### src/rtl/sle_load_arbiter.sv
`default_nettype none
// ============================================================================
// Module      : sle_load_arbiter
// Description : Round-robin sequencer sharing the EN/SLn/SD/D load port of a
//               register-cell bank among NREQ requesters.
//               Optional macro SLE_LOAD_ARBITER_PRIO0_EN gives requester 0
//               fixed priority over the round-robin order.
// Revision    : 1.0 - initial release
// ============================================================================
module sle_load_arbiter #(
    parameter int NREQ        = 4,
    parameter int WIDTH       = 8,
    parameter int HOLD_CYCLES = 1
) (
    input  logic                  CLK,
    input  logic                  ALn,
    input  logic [NREQ-1:0]       req,
    input  logic [NREQ-1:0]       op,
    input  logic [NREQ-1:0]       sd_val,
    input  logic [NREQ*WIDTH-1:0] wdata,
    output logic [NREQ-1:0]       gnt,
    output logic [NREQ-1:0]       done,
    output logic                  busy,
    output logic                  EN,
    output logic                  SLn,
    output logic                  SD,
    output logic [WIDTH-1:0]      D
);

    localparam int C_PW = $clog2(NREQ);

    localparam logic [2:0] C_IDLE   = 3'd0;
    localparam logic [2:0] C_GRANT  = 3'd1;
    localparam logic [2:0] C_DRIVE  = 3'd2;
    localparam logic [2:0] C_SETTLE = 3'd3;
    localparam logic [2:0] C_DONE   = 3'd4;

    localparam logic [C_PW-1:0] C_LAST      = C_PW'(NREQ - 1);
    localparam logic [NREQ-1:0] C_ONE       = {{(NREQ-1){1'b0}}, 1'b1};
    localparam logic [3:0]      C_HOLD_LAST = (HOLD_CYCLES > 0) ? 4'(HOLD_CYCLES - 1) : 4'd0;

    logic [2:0]       r_state;
    logic [2:0]       w_next;
    logic [C_PW-1:0]  r_ptr;
    logic [C_PW-1:0]  r_win;
    logic             r_op;
    logic             r_sdv;
    logic [WIDTH-1:0] r_data;
    logic [3:0]       r_cnt;
    logic [NREQ-1:0]  r_gnt;
    logic [NREQ-1:0]  r_done;
    logic             r_busy;
    logic             r_en;
    logic             r_sln;
    logic             r_sd;
    logic [WIDTH-1:0] r_d;

    logic [NREQ-1:0]  w_win_oh;
    logic [NREQ-1:0]  w_cand;
    logic [C_PW-1:0]  w_ptr_after;
    logic [C_PW-1:0]  w_base;
    logic [C_PW-1:0]  w_pick;
    logic [C_PW:0]    w_idx;
    logic             w_found;
    logic             w_pick_op;
    logic             w_pick_sd;
    logic [WIDTH-1:0] w_pick_data;

    assign w_win_oh = C_ONE << r_win;

    // Arbitration; in DONE the finishing requester is excluded and the search
    // starts from the pointer value that DONE is about to commit.
    always_comb begin : p_arb
        w_ptr_after = (r_win == C_LAST) ? '0 : r_win + C_PW'(1);
`ifdef SLE_LOAD_ARBITER_PRIO0_EN
        if (r_win == '0) begin
            w_ptr_after = r_ptr;
        end
`endif
        if (r_state == C_DONE) begin
            w_base = w_ptr_after;
            w_cand = req & ~w_win_oh;
        end else begin
            w_base = r_ptr;
            w_cand = req;
        end
        w_found = 1'b0;
        w_pick  = '0;
        w_idx   = '0;
`ifdef SLE_LOAD_ARBITER_PRIO0_EN
        if (w_cand[0]) begin
            w_found = 1'b1;
        end
`endif
        for (int i = 0; i < NREQ; i++) begin
            w_idx = {1'b0, w_base} + (C_PW+1)'(i);
            if (w_idx >= (C_PW+1)'(NREQ)) begin
                w_idx = w_idx - (C_PW+1)'(NREQ);
            end
            if (!w_found && w_cand[w_idx[C_PW-1:0]]) begin
                w_found = 1'b1;
                w_pick  = w_idx[C_PW-1:0];
            end
        end
    end

    always_comb begin : p_pick
        w_pick_op   = 1'b0;
        w_pick_sd   = 1'b0;
        w_pick_data = '0;
        for (int i = 0; i < NREQ; i++) begin
            if (C_PW'(i) == w_pick) begin
                w_pick_op   = op[i];
                w_pick_sd   = sd_val[i];
                w_pick_data = wdata[i*WIDTH +: WIDTH];
            end
        end
    end

    always_comb begin : p_next
        w_next = r_state;
        case (r_state)
            C_IDLE:   if (w_found) w_next = C_GRANT;
            C_GRANT:  w_next = C_DRIVE;
            C_DRIVE:  w_next = (HOLD_CYCLES > 0) ? C_SETTLE : C_DONE;
            C_SETTLE: if (r_cnt == '0) w_next = C_DONE;
            C_DONE:   w_next = w_found ? C_GRANT : C_IDLE;
            default:  w_next = C_IDLE;
        endcase
    end

    always_ff @(posedge CLK or negedge ALn) begin : p_state
        if (!ALn) begin
            r_state <= C_IDLE;
            r_ptr   <= '0;
            r_win   <= '0;
            r_op    <= 1'b0;
            r_sdv   <= 1'b0;
            r_data  <= '0;
            r_cnt   <= '0;
            r_gnt   <= '0;
            r_done  <= '0;
            r_busy  <= 1'b0;
            r_en    <= 1'b0;
            r_sln   <= 1'b1;
            r_sd    <= 1'b0;
            r_d     <= '0;
        end else begin
            r_state <= w_next;
            r_busy  <= (w_next != C_IDLE);
            // Strobes are decoded from the next state so the pins are clean flops.
            r_en    <= (w_next == C_DRIVE);
            r_sln   <= !((w_next == C_DRIVE) && r_op);
            r_done  <= (w_next == C_DONE) ? w_win_oh : '0;

            if (w_next == C_DRIVE) begin
                if (r_op) begin
                    r_sd <= r_sdv;
                end else begin
                    r_d  <= r_data;
                end
            end

            if (w_next == C_GRANT) begin
                r_win  <= w_pick;
                r_gnt  <= C_ONE << w_pick;
                r_op   <= w_pick_op;
                r_sdv  <= w_pick_sd;
                r_data <= w_pick_data;
            end else if (r_state == C_DONE) begin
                r_gnt  <= '0;
            end

            if (r_state == C_DONE) begin
                r_ptr <= w_ptr_after;
            end

            if ((r_state == C_DRIVE) && (w_next == C_SETTLE)) begin
                r_cnt <= C_HOLD_LAST;
            end else if (r_state == C_SETTLE) begin
                r_cnt <= r_cnt - 4'd1;
            end
        end
    end

    assign gnt  = r_gnt;
    assign done = r_done;
    assign busy = r_busy;
    assign EN   = r_en;
    assign SLn  = r_sln;
    assign SD   = r_sd;
    assign D    = r_d;

endmodule
`default_nettype wire
### config.mk
export PLATFORM = sky130hd
export DESIGN_NAME = sle_load_arbiter
export DESIGN_NICKNAME = d
export VERILOG_FILES = /design/src/rtl/sle_load_arbiter.sv
export SDC_FILE = /design/constraint.sdc
export NUM_CORES = 1
export LEC_CHECK = 0
export ABC_CLOCK_PERIOD_IN_PS = 3300
export CORE_MARGIN = 2
export CORE_UTILIZATION = 45
export DETAILED_ROUTE_END_ITERATION = 12
export PLACE_DENSITY_LB_ADDON = 0.3
export SYNTH_ARGS = -nofsm -noshare
export SYNTH_HDL_FRONTEND = slang
export SYNTH_SLANG_ARGS = --single-unit
### constraint.sdc
create_clock -name CLK -period 3.3 [get_ports CLK]
set_input_delay 0.66 -clock CLK [delete_from_list [all_inputs] [get_ports CLK]]
set_output_delay 0.66 -clock CLK [all_outputs]
set_load 0.01 [all_outputs]
**After elaboration in Yosys (flattened, before gate mapping)**

Cells that the tools add are included.

- $add $sub $neg: 9
- $lt $le $gt $ge: 8
- Equality and inequality tests: 12
- Shift operators: 2
- Mux-type cells: 44
- Bitwise gates (word level): 3
- Reduce and logical (&&, ||, !) cells: 17

Operators by type and width:

| operator | number |
|---|---|
| 2-to-1 mux 8 bit | 4 |
| 2-to-1 mux 4 bit | 6 |
| 2-to-1 mux 2 bit | 10 |
| 2-to-1 mux 1 bit | 17 |
| case mux 3 bit (5 select lines) | 1 |
| == test 3 x 2 -> 1 bit, second input constant | 4 |
| less-than comparator 2 x 3 -> 1 bit, second input constant | 4 |
| greater-or-equal comparator 3 bit, second input constant | 3 |
| binary-select mux 1 bit (select 2 bit) | 4 |
| left shift 1 x 2 -> 4 bit, first input constant | 2 |
| subtractor 2 x 1 -> 2 bit, second input constant | 4 |
| adder 2 x 2 -> 3 bit, second input constant | 2 |
| == test 3 x 1 -> 1 bit, second input constant | 2 |
| == test 3 bit, second input constant | 2 |
| 2-to-1 mux 3 bit | 2 |
| logical AND 1 bit | 5 |
| bitwise AND 4 bit | 1 |
| == test 2 bit, first input constant | 2 |
| zero test 1 bit | 4 |
| zero test 4 bit | 1 |
| NOT 4 bit | 1 |
| AND reduction 2 bit | 2 |
| nonzero test 2 bit | 2 |
| subtractor 4 x 1 -> 4 bit, second input constant | 1 |
| other kinds (9) | 9 |

- Bits in registers: 41
- Input port bits: 46
- Output and inout bits: 20
- Word-level logic and storage cells: 109

**Longest topological paths before layout**

Gate-level depths: netlist (run 1).

- Word-level depth: 22
- Mapped depth: 10

**Worst setup path after synthesis (run 1)**

No wires, ideal clock.

- Kind: reg2reg
- Start point: reg r_win[0]
- End point: reg r_data[3]
- Setup time: 133 ps
- Data arrival time: 2193 ps
- Slack: 973 ps
- Cell stages (with the launch flop): 10
- Buffers on the path: 1
- Path through: dfrtp_1 inv_1 ha_1 or3b_2 a211oi_1 a211oi_1 and3_1 nand2b_1 buf_2 o221ai_2

- Cells in the longest elaborated chain, start to end: 22
- Elaborated cells between the ends (all ways): 57
- Classes of those cells: 8 x add/sub; 4 x order compare; 5 x eq/ne; 1 x shift; 30 x mux; 2 x bitwise; 7 x reduce/logical

Ends and longest elaborated chain:

| element | RTL line | RTL |
|---|---|---|
| start: declaration | 45 | `logic [C_PW-1:0] r_win;` |
| start signal: assignment | 165 | `r_win <= w_pick;` |
| parallel branches: the longest is 22 deep, another holds adder 2 x 1 -> 3 bit | n/a |  |
| end signal: assignment | 169 | `r_data <= w_pick_data;` |
| end: declaration | 48 | `logic [WIDTH-1:0] r_data;` |

Several ways; the timed one is not identified. The select of a mux whose other input is x is not followed.
A chain may end at the register's enable or synchronous reset.

**Final worst setup path (run 1)**

- Start point: in req[0]
- End point: reg r_data[7]

- Cells in the longest elaborated chain, start to end: 19
- Elaborated cells between the ends (all ways): 36
- Classes of those cells: 4 x eq/ne; 24 x mux; 1 x bitwise; 7 x reduce/logical

Ends and longest elaborated chain:

| element | RTL line | RTL |
|---|---|---|
| start: declaration | 17 | `input logic [NREQ-1:0] req,` |
| bitwise AND 4 bit | 82 | `w_cand = req & ~w_win_oh;` |
| 2-to-1 mux 4 bit (*) | 80 | `if (r_state == C_DONE) begin` |
| binary-select mux 1 bit (select 2 bit) | 100 | `if (!w_found && w_cand[w_idx[C_PW-1:0]]) begin` |
| 2-to-1 mux 1 bit (not written as such) | 100 |  |
| 2-to-1 mux 1 bit | 100 |  |
| zero test 1 bit | 100 |  |
| logical AND 1 bit | 100 |  |
| 2-to-1 mux 1 bit | 100 |  |
| zero test 1 bit | 100 |  |
| logical AND 1 bit | 100 |  |
| 2-to-1 mux 1 bit | 100 |  |
| zero test 1 bit | 100 |  |
| logical AND 1 bit | 100 |  |
| 2-to-1 mux 2 bit | 100 |  |
| zero test 2 bit | 112 | `if (C_PW'(i) == w_pick) begin` |
| 2-to-1 mux 8 bit (4 in a row) | 112 |  |

Mark *: on every way between the ends. The rest lies on a longest branch, timed or not. The select of a mux whose other input is x is not followed.

==> flow_summary.ini, run 1 <==
[power]
power_density_nw_per_um2 = 801
p_leak_nw = 1.29
finalPower_w = 0.00241
peakVddDrop_mv = 0.413

[detailed_routing]
drt_wl_total_um = 4600
drc_errors = 0
viasPerCell = 5.37
drt_iter0_drc = 101
ant_nets = 0
vias = 1680
wire_per_inst_um = 14.7
first_pass_iters = 6

[worst_setup_path]
end_kind = register
slowest_stage = clkdlybuf4s50_1
worstPathArrival_ns = 2.93
cp-start-kind = input port
crit_fanout = 10
worstSetupPathType = input port to register
required_ns = 3.50
path_cells = clkdlybuf4s50_1, or3b_2, a211oi_1, a211oi_1, nand3_1, nand2b_1, o221ai_2
critPathTopFamily = simple AND/OR/NAND/NOR gates
slowest_delay_ns = 0.54
crit_top_cell = a211oi_1
crit_buf_inv = 1

[placement]
dp.cells = 305
dp_hpwl_um = 3350
globalplace.congestion = 0.845
dpl_worst_slack_ns = 0.325
numPortBuffers = 65

[sta]
worst_slew_pin_slew_ns = 0.927
drv_slew = 0
clock_skew_ns = 0.00531
min_period_ns = 2.73
hold_violations = 0
rsz0062_at_grt = false
setup_viol = 0
worst_slack_ns = 0.573
fin_tns_setup_ns = 0
final.period_utilization_pct = 82.6
maxSlewHeadroom_pct = 37.3
max_freq_mhz = 367

[global_routing]
grt_max_degree = 42
grt_pass1_wl_um = 7740
antenna_found_initial = 0
groute.usage.overall_pct = 18.6
grt_pass1_vias = 1618
grt_overflow = 0

[cts]
clock_sinks = 41
ctsResizeCount = 0
postCtsHoldBufs = 0
cts_tree = built
clk_pin_slew_ns = 0.08
cts_buffers = 5
cts-root-buf = clkbuf_8
clockBufferDepth = 2
worst_skew_pair.late_latency_ns = 0.29
post_cts_buffers = 0
htree_levels = 2

[synthesis]
ys_top_cells_by_count = 40 x dfrtp_1, 23 x mux2i_1, 22 x nand2_1
ys.flop_type = dfrtp_1
synthCells = 193
netlist_area_sq_um = 2180
yosys.area.top_type_share_pct = 45.9
async_flop_share_pct = 100
yosys.area.top_type = dfrtp_1
synth-edff-count = 0
ys_seq_area_share_pct = 47.1
syn-num-nets = 244
ys_seq_elements = 41
synth_area_per_cell_sq_um = 11.3
ys_warn_count = 0
synthTopCellsByArea = dfrtp_1 46%, mux2i_1 11%, o221ai_2 6.2%
synth.distinct_cells = 39
yosysMostFrequentCell = dfrtp_1

[floorplan]
chipHeight_um = 73.6
die_w_um = 73.6
rows = 25
ioPinCount = 66
die_area_sq_um = 5420
start_util_pct = 46.5
coreArea_sq_um = 4690

[run]
maxCapViolations = 0

[run_status]
status = completed

[layout]
stdcell_count = 313
area_growth_pct = 37.9
nets = 309
drive_above_1_share_pct = 14.7
antenna_cells_inserted = 0
fillers = 393

[min_path]
hp-class = register to register
[registers in the layout, summed over array words and instances, names as in the netlist, 2 cells and up]
register,count
r_win,2
D,8
r_data,8
r_state,3
done,4
r_cnt,4
gnt,4
r_ptr,2
[area by class of cell]
cell class / instances / area, sq um / share of cell area [%]
multi-input cells: 131 / 1050 / 34.9
flip-flops and latches: 41 / 1030 / 34.2
clock inverters: 3 / 65.1 / 2.16
well taps: 54 / 67.6 / 2.25
clock buffers: 5 / 68.8 / 2.29
inverters: 9 / 33.8 / 1.12
repair buffers: 70 / 696 / 23.1
[routing by layer]
layer  global-route usage (%)  vias up  part of all wire, %
met5                        0        -                    0
met4                     5.25        0                 0.70
met3                     4.12        3                  4.9
met2                     30.3       52                   50
met1                     25.0      801                   44
li1                         -      824                    -
[final timing paths]
| path | start | to | slack, ns | cells past startpoint |
|---|---|---|---|---|
| max | req[0] | r_data[7]$_DFFE_PN0N_ | 0.57 | 7 |
| min | r_op$_DFFE_PN0N_ | SLn$_DFF_PN1_ | 0.46 | 1 |
| max reg2reg | r_win[0]$_DFFE_PN0N_ | r_data[7]$_DFFE_PN0N_ | 0.62 | 8 |
| min reg2reg | r_op$_DFFE_PN0N_ | SLn$_DFF_PN1_ | 0.46 | 1 |
| max in group asynchronous | ALn | r_data[2]$_DFFE_PN0N_ | 2.26 | 1 |
| min in group asynchronous | ALn | done[3]$_DFF_PN0_ | 0.48 | 1 |
[cells by family after synthesis]
family                   synth area share [%]
adder cells (fa/ha/maj)                  2.87
AO/OA/AOI/OAI                            12.9
AND/OR/NAND/NOR                          15.7
flip-flops                               47.1
buffers and inverters                    5.11
multiplexers                             16.2
[worst reg2reg max path, stage by stage, from the launching register on]
cell      delay (ns)
dfrtp_1         0.43
inv_1           0.09
ha_1            0.35
or3b_2          0.45
a211oi_1        0.25
a211oi_1        0.11
nand3_1         0.20
nand2b_1        0.38
o221ai_2        0.34
[where the power goes]
group	switching (W)	internal [W]
logic	0.000493	0.000569
registers	0.000155	0.000717
clock network	0.000174	0.000300
[per-stage QoR]
| stage | hold WS (ns) | utilization (%) | instance area [sq um] |
|---|---|---|---|
| final | 0.458 | 64.1 | 3010 |
| after global routing | 0.521 | 64.1 | 3010 |
| after CTS | 0.458 | 64.1 | 3010 |
| after detailed placement | 0.446 | 61.2 | 2870 |
| after global placement | 0.444 | 61.2 | 2870 |
| after floorplan | 0.364 | - | 2180 |
[cells in the final DEF, fill, tap and decap left out, types with 2 or more instances in the layout]
cell type        Yosys  final
o221ai_2             9      9
and3_1               5      5
mux2i_1             23     23
clkbuf_8             0      5
a21boi_0             2      2
clkdlybuf4s50_1      0     64
a211oi_1             3      3
o21ai_1              3      3
ha_1                 5      5
inv_1                9      9
nand2b_1             5      5
buf_4                1      4
dfrtp_1             40     40
bufinv_16            0      2
and2_1               2      2
nand2_1             22     22
or3b_1               2      2
nor3_1               2      2
nor2_1               2      2
nand3b_1             3      3
nand3_1              8      8
mux2_2              11     11
a31oi_1              2      2
o21ai_0              8      8
Note: power is estimated with default switching activity, not from simulation.
==> inputs of run 2 (changes only) <==
--- a/config.mk
+++ b/config.mk
@@ -5,7 +5,7 @@
 export SDC_FILE = /design/constraint.sdc
 export NUM_CORES = 1
 export LEC_CHECK = 0
-export ABC_CLOCK_PERIOD_IN_PS = 3300
+export ABC_CLOCK_PERIOD_IN_PS = 2740
 export CORE_MARGIN = 2
 export CORE_UTILIZATION = 45
 export DETAILED_ROUTE_END_ITERATION = 12
==> constraint.sdc (replaced) <==
create_clock -name CLK -period 2.74 [get_ports CLK]
set_input_delay 0.548 -clock CLK [delete_from_list [all_inputs] [get_ports CLK]]
set_output_delay 0.548 -clock CLK [all_outputs]
set_load 0.01 [all_outputs]
==> flow_summary.ini, run 2 (same netlist as run 1, synthesis figures left out) <==
[run_status]
status = completed

[floorplan]
start_util_pct = 46.5
die_w_um = 73.6
rows = 25
coreArea_sq_um = 4690
die_area_sq_um = 5420
ioPinCount = 66
chipHeight_um = 73.6

[worst_setup_path]
required_ns = 2.90
slowest_stage = dfrtp_1
crit_fanout = 26
end_kind = register
worstSetupPathType = register to register
slowest_delay_ns = 0.50
worstPathArrival_ns = 2.65
crit_buf_inv = 1
critPathTopFamily = multiplexers
path_cells = nor3b_4, mux2_2, nand2b_1, a32oi_2, buf_12, mux2i_1, o221ai_2
cp-start-kind = register

[sta]
setup_viol = 0
maxSlewHeadroom_pct = 39.9
clock_skew_ns = 0.00341
final.period_utilization_pct = 91.0
hold_violations = 0
rsz0062_at_grt = false
min_period_ns = 2.49
worst_slew_pin_slew_ns = 0.902
fin_tns_setup_ns = 0
drv_slew = 0
max_freq_mhz = 401

[layout]
fillers = 381
final_common_cell = clkdlybuf4s50_1
fin_util_pct = 64.0
nets = 312
area_growth_pct = 37.7
drive_above_1_share_pct = 14.9
multi_input_area_sq_um = 1050
antenna_cells_inserted = 0
final_cell_mix = 64 x clkdlybuf4s50_1, 40 x dfrtp_1, 23 x mux2i_1
seq_area_sq_um = 1030
design_area_sq_um = 3000

[min_path]
hp-class = input port to async pin

[power]
p_clk_share_pct = 13.9
p_leak_nw = 1.29
p_sw_share_pct = 35.7
power_density_nw_per_um2 = 910
p_seq_share_pct = 38.4
p_int_w = 0.00176
finalPower_w = 0.00273
pwr-share-comb_pct = 47.7
peakVddDrop_mv = 0.568
power_switching_w = 0.000975

[placement]
numPortBuffers = 65
globalplace.congestion = 0.833
placed_area_sq_um = 2920
dp_hpwl_um = 3380

[cts]
clockBufferDepth = 2
cts_buffers = 5
worst_skew_pair.late_latency_ns = 0.28
htree_levels = 2
post_cts_buffers = 0
cts-root-buf = clkbuf_8
clock_sinks = 41
cts_tree = built
ctsResizeCount = 0
postCtsHoldBufs = 0
clk_pin_slew_ns = 0.08

[detailed_routing]
viasPerCell = 5.34
wire_per_inst_um = 14.4
ant_nets = 0
drc_errors = 0
first_pass_iters = 4
drt_iter0_drc = 85
drt_wl_total_um = 4560
vias = 1687

[run]
maxCapViolations = 0

[global_routing]
groute.usage.overall_pct = 18.6
grt_pass1_wl_um = 7650
grt_pass1_vias = 1615
antenna_found_initial = 0
grt_max_degree = 42
grt_overflow = 0
run 2: cell types whose count changed in the layout (fill, tap and decap cells not counted):
cell | before | now
buf_12 | 1 | 3
bufinv_16 | 2 | 0
clkbuf_1 | 0 | 2
buf_4 | 4 | 5
run 2: cell type report:
cell class | count | area share, %
clock buffers | 7 | 2.54
multi-input cells | 131 | 34.9
flip-flops and latches | 41 | 34.2
clock inverters | 1 | 0.167
inverters | 9 | 1.13
repair buffers | 73 | 24.8
well taps | 54 | 2.25
run 2: power groups by stage:
stage          sequential, W  combinational, W  clock [W]
2_1_floorplan        0.00105          0.000832          0
3_3_place_gp         0.00106           0.00128          0
3_5_place_dp         0.00106           0.00132          0
4_1_cts              0.00105           0.00132   0.000393
5_1_grt              0.00109           0.00145   0.000416
6_report             0.00105           0.00130   0.000379
run 2: final timing paths:
kind,startpoint,endpoint,slack [ns],depth (start not counted)
worst min-delay path,ALn,done[1]$_DFF_PN0_,0.39,1
worst min register to register,r_op$_DFFE_PN0N_,SLn$_DFF_PN1_,0.47,1
min in group CLK,r_op$_DFFE_PN0N_,SLn$_DFF_PN1_,0.47,1
worst max-delay path,r_state[0]$_DFF_PN0_,r_op$_DFFE_PN0N_,0.25,7
max in group asynchronous,ALn,D[2]$_DFFE_PN0P_,1.79,1
worst max register to register,r_state[0]$_DFF_PN0_,r_op$_DFFE_PN0N_,0.25,7
run 2: worst register-to-register path, cell delays in order, from the launching register on:
cell,delay (ns)
dfrtp_1,0.50
nor3b_4,0.39
mux2_2,0.41
nand2b_1,0.16
a32oi_2,0.26
buf_12,0.23
mux2i_1,0.29
o221ai_2,0.13
run 2: metrics by stage:
| stage | worst slack (ns) | instances | hold WS [ns] |
|---|---|---|---|
| after floorplan | 0.413 | 193 | 0.252 |
| after global placement | 0.0852 | 308 | 0.460 |
| after detailed placement | 0.0187 | 308 | 0.457 |
| after CTS | 0.249 | 316 | 0.417 |
| after global routing | 0.0422 | 316 | 0.466 |
| final | 0.248 | 316 | 0.386 |
run 2: per-layer routing:
layer	share of wire, %	vias to the layer above	routed length [um]	GRT usage (%)
met4	1.1	0	51	6.06
met2	48	40	2200	30.1
met5	0	-	0	0
met1	46	811	2100	24.7
li1	-	831	-	-
met3	4.7	5	212	4.12
==> patch 1 (settings of run 2) <==
`HOLD_CYCLES`: 1 -> 0.
--- a/src/rtl/sle_load_arbiter.sv
+++ b/src/rtl/sle_load_arbiter.sv
@@ -10,7 +10,7 @@
 module sle_load_arbiter #(
     parameter int NREQ        = 4,
     parameter int WIDTH       = 8,
-    parameter int HOLD_CYCLES = 1
+    parameter int HOLD_CYCLES = 0
 ) (
     input  logic                  CLK,
     input  logic                  ALn,
Formal check against the unedited RTL: not equivalent (Yosys sat finds a counterexample within 4 cycles, from zero or initial values).
==> patch 1 against run 2 <==
Setup slack worse by 0.090 ns; sequential cell count stayed put; area after synthesis is 14% higher; power is 28% higher; wire length is 41% higher; cell area is 10% higher; first-iteration DRC count is 130% higher; global-route usage is 3.6 points higher; highest routed layer unchanged.
==> patch 1: results (changes against run 2) <==
Status: finished clean
Final Skew: 0.003484 ns (+0.00007541 ns)
IO Port Bufs: 65 (unchanged)
Clock-pin transition on the worst setup and hold timing paths: 0.08 ns (about the same)
Final net count: 373 (+20%)
Iteration-0 DRC Markers: 194 (+130%)
Largest net degree at the start of global routing: 42 (unchanged)
Netlist cell types: 52 (+33%)
Hold Crit Class: in2async
Max H-tree Level: 2 (unchanged)
Syn Area/Cell: 9.698 um2 (-14%)
Vias in the first global route: 2118 (+31%)
Critical Path Slowest Stage Cell: or3b_1
Gr usage total: 22.13% (+3.6 points)
Syn Nets: 308 (+26%)
Clock Latency Late Sink: 0.29 ns
Cells after DPL: 387 (+26%)
Hpwl dp: 4778 um (+41%)
Final Hold Viols: 0 (unchanged)
IR drop worst, VDD: 0.6350 mV (+12%)
CP max FO: 10 (-62%)
Die width: 78.42 um (+6.6%)
Delay-heaviest family, CP: simple AND/OR/NAND/NOR gates
Filler cell count: 451 (+18%)
CP peak stage delay: 0.52 ns (+0.02 ns)
Via density: 5.608 (+5.0%)
Routed WL: 6444 um (+41%)
Register area share after synthesis: 41.21% (-5.9 points)
Commonest cells post-synth: dfrtp_1 (40), inv_1 (29), a211oi_1 (20), a31oi_1 (20), nand2_1 (16)
YS warnings: 0 (unchanged)
Slew @ Worst Pin: 0.9202 ns (+0.01805 ns)
Clock buffer count from CTS: 5 (unchanged)
Placer Congestion: 0.8781 (+5.4%)
Leakage: 1.411 nW (+9.0%)
DR pass1 iterations: 4 (unchanged)
Share of cells above drive strength 1: 15.17% (+0.28 points)
Clk root buf: clkbuf_8
Antenna violations before repair: 0 (unchanged)
First-pass GRT wire length: 10610 um (+39%)
Async set or reset register ratio after synthesis: 100.0% (unchanged)
Via Count: 2215 (+31%)
Worst R2R Path Depth: 8 (+1)
Ranking of synthesized cells by area: dfrtp_1 (40%), a211oi_1 (6.0%), a31oi_1 (5.0%), mux2_2 (5.0%), inv_1 (4.4%)
CTS Buffer Depth: 2 (unchanged)
Diodes inserted: 0 (unchanged)
[patch 1: cell types whose count changed after synthesis, sizes merged, moves of 5 or more]
| cell | change |
|---|---|
| a211oi | +17 |
| a31oi | +18 |
| clkbuf | +7 |
| inv | +20 |
| mux2i | -17 |
| nand2 | -6 |
| nand3 | -7 |
| o21ai | +5 |
| o221ai | -9 |
| o31ai | +10 |
[patch 1: kinds of logic after synthesis]
logic type	share of synthesized area, %
xor+xnor	1.054
buf+inv	10.44
flops	41.22
fa+ha+maj	2.510
mux	8.785
compound gates	24.55
simple gates	11.44
[patch 1: worst reg2reg max path, stage by stage, from the launching register on]
cell,delay (ns)
dfrtp_1,0.48
or3b_1,0.52
buf_4,0.23
nor3_1,0.31
a221oi_4,0.08
and3_1,0.20
buf_4,0.18
a211oi_1,0.35
o31ai_1,0.12
[patch 1: worst paths after layout]
kind,from,to,slack [ns]
min reg2reg,r_cnt[3],r_cnt[3],0.47
max in group asynchronous,ALn,r_data[7],1.78
max reg2reg,r_state[1],r_data[5],0.16
max,r_state[1],r_data[5],0.16
min,ALn,r_ptr[0],0.37
min in group CLK,r_cnt[3],r_cnt[3],0.47
[patch 1: where the power goes]
part	internal, mW	switching, mW	leakage [nW]
logic	0.986	1.01	0.860
registers	0.884	0.230	0.507
clock network	0.176	0.215	0.0439
total	2.05	1.46	1.41
[patch 1: metal layers]
metal	global-route usage, %	wire, um	vias up
met5	0	0	-
met4	8.421	99	0
met3	4.253	272	8
met2	32.84	3019	67
met1	32.01	3052	1071
li1	-	-	1069
[patch 1: final cells by class]
type | instances | area, um2 | area share [%]
Timing Repair Buffer | 81 | 769.5 | 23.24
Inverter | 29 | 108.9 | 3.288
Tap cell | 72 | 90.09 | 2.721
Multi-Input combinational cell | 164 | 1229 | 37.11
Clock inverter | 3 | 17.52 | 0.5291
Clock buffer | 5 | 68.82 | 2.079
Sequential cell | 41 | 1027 | 31.03
[patch 1: timing repair]
item | in CTS | in global routing
setup buffers | 0 | 0
setup endpoints to repair | 0 | 4
hold endpoints to repair | 0 | 0
gates resized for setup | 0 | 5
[patch 1: metrics by stage]
step                      power (mW)  instance area [um2]  hold WS [ns]  worst slack (ns)  util (%)
after floorplan                2.417                 2492        0.2524            0.1285         -
after global placement         3.011                 3197        0.4534            0.1124     58.78
after detailed placement       3.069                 3197        0.4674           0.04307     58.78
after CTS                      3.473                 3283        0.4038            0.1557     60.36
after global routing           3.770                 3311        0.4337           0.04427     60.87
final                          3.505                 3311        0.3744            0.1581     60.87
